`src/rtl/write_back_queue.sv`:
```
// rtl/write_back_queue.sv - write-back queue merging ALU and load results into one register-file write port
// FIFO of {addr, data} entries drained one per cycle into a registered write port, with pending-write flags.
module write_back_queue #(
    parameter int DEPTH = 4
) (
    input  logic        i_clk,
    input  logic        i_rstn,
    input  logic        i_alu_v,
    input  logic [4:0]  i_alu_a,
    input  logic [31:0] i_alu_d,
    input  logic        i_lnk_v,
    input  logic [31:0] i_pcf,
    input  logic        i_mem_v,
    input  logic [4:0]  i_mem_a,
    input  logic [31:0] i_mem_d,
    output logic        o_alu_rdy,
    output logic        o_mem_rdy,
    output logic        o_we3,
    output logic [4:0]  o_a3,
    output logic [31:0] o_wd3,
    output logic [31:0] o_busy,
    output logic [2:0]  o_cnt
);
    localparam int AW = $clog2(DEPTH);
    localparam int CW = 3;

    logic [4:0]    r_addr [DEPTH];
    logic [31:0]   r_data [DEPTH];
    logic [AW-1:0] r_wr_ptr;
    logic [AW-1:0] r_rd_ptr;
    logic [CW-1:0] r_cnt;
    logic          r_we3;
    logic [4:0]    r_a3;
    logic [31:0]   r_wd3;

    logic [CW-1:0] w_free;
    logic          w_mem_rdy;
    logic          w_alu_rdy;
    logic [4:0]    w_alu_a;
    logic [31:0]   w_alu_d;
    logic          w_mem_push;
    logic          w_alu_push;
    logic          w_pop;
    logic [AW-1:0] w_npush;
    logic [AW-1:0] w_alu_slot;
    logic [CW-1:0] w_cnt_next;
    logic [AW-1:0] w_off;
    logic [31:0]   w_busy;

    // Free space is judged on start-of-cycle occupancy; the head popped this edge does not help.
    assign w_free    = CW'(DEPTH) - r_cnt;
    assign w_mem_rdy = (w_free != '0);
    assign w_alu_rdy = i_mem_v ? (w_free >= CW'(2)) : (w_free != '0);

    assign w_alu_a = i_lnk_v ? 5'd31 : i_alu_a;
    assign w_alu_d = i_lnk_v ? (i_pcf + 32'd1) : i_alu_d;

    // Writes to r0 are acknowledged but never enqueued.
    assign w_mem_push = i_mem_v & w_mem_rdy & (i_mem_a != 5'd0);
    assign w_alu_push = i_alu_v & w_alu_rdy & (w_alu_a != 5'd0);
    assign w_pop      = (r_cnt != '0);

    assign w_npush    = {{(AW-1){1'b0}}, w_mem_push} + {{(AW-1){1'b0}}, w_alu_push};
    assign w_alu_slot = r_wr_ptr + {{(AW-1){1'b0}}, w_mem_push};
    assign w_cnt_next = r_cnt + {{(CW-1){1'b0}}, w_mem_push} + {{(CW-1){1'b0}}, w_alu_push}
                      - {{(CW-1){1'b0}}, w_pop};

    always_ff @(posedge i_clk) begin
        if (w_mem_push) begin
            r_addr[r_wr_ptr] <= i_mem_a;
            r_data[r_wr_ptr] <= i_mem_d;
        end
        if (w_alu_push) begin
            r_addr[w_alu_slot] <= w_alu_a;
            r_data[w_alu_slot] <= w_alu_d;
        end
    end

    always_ff @(posedge i_clk) begin
        if (!i_rstn) begin
            r_wr_ptr <= '0;
            r_rd_ptr <= '0;
            r_cnt    <= '0;
            r_we3    <= 1'b0;
            r_a3     <= 5'd0;
            r_wd3    <= 32'd0;
        end else begin
            r_wr_ptr <= r_wr_ptr + w_npush;
            r_cnt    <= w_cnt_next;
            r_we3    <= w_pop;
            if (w_pop) begin
                r_rd_ptr <= r_rd_ptr + AW'(1);
                r_a3     <= r_addr[r_rd_ptr];
                r_wd3    <= r_data[r_rd_ptr];
            end
        end
    end

    // A slot is live when its distance from the read pointer is below the occupancy.
    always_comb begin
        w_busy = '0;
        w_off  = '0;
        for (int s = 0; s < DEPTH; s++) begin
            w_off = AW'(s) - r_rd_ptr;
            if ({1'b0, w_off} < r_cnt) begin
                w_busy[r_addr[s]] = 1'b1;
            end
        end
        if (r_we3) begin
            w_busy[r_a3] = 1'b1;
        end
        w_busy[0] = 1'b0;
    end

    assign o_alu_rdy = w_alu_rdy;
    assign o_mem_rdy = w_mem_rdy;
    assign o_we3     = r_we3;
    assign o_a3      = r_a3;
    assign o_wd3     = r_wd3;
    assign o_busy    = w_busy;
    assign o_cnt     = r_cnt;
endmodule
```
`config.mk`:
```
export PLATFORM = sky130hd
export DESIGN_NAME = write_back_queue
export DESIGN_NICKNAME = d
export VERILOG_FILES = /design/src/rtl/write_back_queue.sv
export SDC_FILE = /design/constraint.sdc
export NUM_CORES = 1
export LEC_CHECK = 0
export ABC_AREA = 1
export BUFFER_PORTS_ARGS = -buffer_cell sky130_fd_sc_hd__buf_2
export CAP_MARGIN = 15
export CORE_MARGIN = 4
export CORE_UTILIZATION = 50
export DETAILED_ROUTE_END_ITERATION = 16
export PLACE_DENSITY_LB_ADDON = 0.15
export SLEW_MARGIN = 20
export SYNTH_ARGS = -nofsm -noshare
export SYNTH_HDL_FRONTEND = slang
export SYNTH_SLANG_ARGS = --single-unit
```
`constraint.sdc`:
```
create_clock -name i_clk -period 5.8 [get_ports i_clk]
set_clock_uncertainty 0.05 [all_clocks]
set_input_delay 0 -clock i_clk [delete_from_list [all_inputs] [get_ports i_clk]]
set_output_delay 0 -clock i_clk [all_outputs]
set_load 0.05 [all_outputs]
```
==> key figures <==
Run status
  • Status: finished clean

Min path
  • Hold endpoint: r_data[3][16]
  • Hold Path Depth: 4
  • Hold Crit Class: input port to flop
  • Min-delay src: i_alu_d[16]

Die
  • Top Ports: 186
  • Core Region: about 23000 um2
  • Total die area: between 20000 and 30000 um2
  • Std cell rows: 55
  • Initial Utilization: between 50% and 60%
  • Die height: 161.7 um
  • Die width: 161.7 um

Global routing
  • Antenna violations before repair: 0
  • Met3 usage: 4.035%
  • First-pass GRT wire length: between 60000 and 70000 um
  • Overflow after GRT: 0
  • M2 GR Usage: 46.89%
  • Met1 GRT Util: 45.63%
  • Vias in the first global route: 11040
  • Gr usage total: 30.53%
  • Grt peak-use layer: met2
  • Largest net degree at the start of global routing: 68

Clock tree
  • TritonCTS clock tree: yes
  • Clk sinks: 193
  • Maximum clock path buffer count: 2
  • Clk slew on worst S/H paths: about 0.080 ns
  • # Post-CTS Setup Buffers: 0
  • Post-CTS sizing: 0
  • Htree depth: 4
  • CTS Root Cell: clkbuf_16
  • Clock Latency Late Sink: ~0.43 ns
  • CTS Buf Count: 17

Power and ir drop
  • Max VDD drop: 0.0002691 V
  • Power Total: 7.326 mW
  • PD cells: 511.5 nW/um2
  • Seq pwr share: 33.4%
  • Switching share of power: between 40% and 50%
  • Clk pwr share: 16.7%
  • Leak: a little over 6 nW
  • Power share of the combinational group: between 40 and 50%
  • Int Pwr: 3.735 mW
  • Switching power: around 3.6 mW

STA
  • Slew Limit Fails: 0
  • RSZ-0062 raised after global routing: no
  • Worst-Margin Slew: 1.071 ns
  • Hold Violations, Final: 0
  • Final setup vio count: 0
  • Slew margin rel.: 28.47%
  • Setup TNS: 0 ns
  • Max Fclk: 238.5 MHz
  • Min Tclk post-route: 4.193 ns
  • Final period utilization: between 70% and 80%

Route
  • WL/cell: around 20 um
  • Number of DRC markers in iteration 0: 1273
  • Total Routed Length: 40750 um
  • DR vias/cell: 5.737
  • Residual DRC: 0
  • DR pass1 iterations: 6
  • Number of routed nets with antenna violations: 0
  • Vias: 11930

Finish
  • Area grow syn2layout: 21.25%
  • Share of post-route cells with drive strength above 1: 16.58%
  • Post-Layout Cell Count: around 2100
  • Most common cell after layout, fill and taps aside: nand2_1
  • Most frequent cells in the layout: 480 x nand2_1, 184 x nand3_1, 184 x buf_2
  • Util after Layout: 62.51%
  • Final nets: 1879
  • Ant. Diodes: 0

Worst setup path
  • CP cell instances: inv_1, ha_1, ha_1, inv_1, nand3_1, inv_1, ha_1, or2_1, nand2_1, inv_1, nand2_1, nor3_4, buf_4, inv_4, o31ai_4, buf_4
  • Delay-heaviest family, CP: buffers and inverters
  • Critical Path Sink Type: flop
  • CP max stage cell: buf_4
  • Reg2reg path depth: 16
  • Worst reg2reg path startpoint: o_cnt[1]
  • R2r setup slk: around 1.6 ns
  • Slowest stage delay, CP: between 0.5 and 0.6 ns
  • Crit path buf inv count: 7
  • Crit path max fanout: 41
  • CP arrival: 4.20 ns
  • CP startpoint kind: flop
  • Critical Path RT: approximately 5.8 ns
  • Crit-path most repeated cell: inv_1
  • WS Path Type: flop to flop
  • Worst reg2reg path endpoint: r_addr[3][2]

Synthesis
  • Netlist cell types: slightly above 40
  • Post-synthesis area per instance: 7.803 um2
  • Area contributors post-synth: edfxtp_1 38%, nand2_1 15%, nand3_1 7.8%, dfxtp_1 7.6%, a21oi_1 3.2%
  • Syn_nets: 1639
  • Syn Std Cell Area: 11810 um2
  • Yosys warns: 0
  • Seq/Total Area, Yosys: 45.24%
  • Share of the synthesized area in the top cell type: between 30% and 40%
  • #FFs+latches synth: around 190
  • Mapped Cells: 1514
  • Synth area leader: edfxtp_1

Flow run
  • Max-cap violation count: 0

Placement
  • Detail Placement HPWL: 27940 um
  • Placed insts: 1959
  • Routability cong.: approximately 1
  • IO buf count: roughly 180
==> cells in the mapped netlist, drive strengths merged <==
master / count
conb: 1
fa: 3
a22oi: 39
inv: 97
clkinv: 2
nand3: 184
ha: 11
a21oi: 76
nand2: 480
mux2i: 1
a21boi: 1
o21a: 1
o31ai: 2
xnor2: 3
or2: 25
a211oi: 5
o21ai: 116
o22ai: 10
clkbuf: 25
nor2: 97
o211ai: 1
xor2: 3
a41oi: 7
a221oi: 25
edfxtp: 148
dfxtp: 45
buf: 41
nor3: 55
and3: 1
nand4: 8
a31oi: 1
==> sequential cells by signal, indices dropped and copies added, names as in the netlist <==
register	count
r_addr	20
o_a3	5
o_cnt	3
r_rd_ptr	2
r_data	128
r_wr_ptr	2
o_wd3	32
o_we3	1
==> area by class of cell <==
class,count,area [um2]
Multi-Input combinational cell,1156,5667
Clock inverter,14,182.7
Inverter,99,381.6
Timing Repair Buffer,287,1917
Tap cell,313,391.6
Fill cell,2035,8592
Sequential cell,193,5345
Clock buffer,18,439.2
==> per-stage QoR <==
| step | setup WS [ns] | hold slack [ns] | cell area (um2) |
|---|---|---|---|
| 3_3_place_gp | 1.855 | 0.2769 | 12810 |
| 5_1_grt | 1.380 | 0.05569 | 14320 |
| 3_5_place_dp | 1.661 | 0.2727 | 12810 |
| 4_1_cts | 1.627 | 0.01708 | 14320 |
| 6_report | 1.607 | 0.03888 | 14320 |
| 2_1_floorplan | 0.5222 | 0.1356 | 11810 |
==> kinds of logic after synthesis <==
family                   share of synthesized area (%)
buffers and inverters                            7.276
AO/OA/AOI/OAI                                    14.24
flip-flops                                       45.24
other                                          0.03174
AND/OR/NAND/NOR                                  31.00
adder cells (fa/ha/maj)                          1.673
XOR/XNOR                                        0.4449
multiplexers                                   0.08473
==> power by group through the flow <==
stage / sequential (mW) / clock (mW) / combinational (mW)
2_1_floorplan: 2.79 / 0 / 2.23
3_3_place_gp: 2.46 / 0 / 3.49
3_5_place_dp: 2.47 / 0 / 3.50
4_1_cts: 2.44 / 1.23 / 3.62
5_1_grt: 2.50 / 1.29 / 3.95
6_report: 2.45 / 1.22 / 3.66
==> repair_timing <==
action | 4_1_cts | 5_1_grt
hold endpoints to repair | 148 | 0
setup endpoints to repair | 0 | 0
hold buffers | 89 | 0
==> routing by layer <==
metal,up-vias,part of all wire [%]
met1,5466,43
met3,67,9.9
met4,0,2.1
met2,679,45
li1,5721,-
met5,-,0
==> worst min-delay path, cell delays in order <==
cell and delay, ns:
buf_2 0.10, or2_1 0.16, nand3_1 0.09, nand2_1 0.06
==> worst max path at each step <==
| stage | startpoint | to | slack, ns | depth (start not counted) |
|---|---|---|---|---|
| 6_report | o_cnt[1] | r_addr[3][2] | 1.61 | 16 |
| 3_5_place_dp | o_cnt[1] | r_data[3][7] | 1.66 | 16 |
| 3_3_place_gp | o_cnt[1] | r_data[3][7] | 1.85 | 16 |
| 5_1_grt | o_cnt[1] | r_addr[3][3] | 1.38 | 16 |
| 2_1_floorplan | o_cnt[1] | r_addr[2][0] | 0.52 | 6 |
| 4_1_cts | o_cnt[1] | r_data[3][3] | 1.63 | 16 |
(Power assumes the default switching activity.)
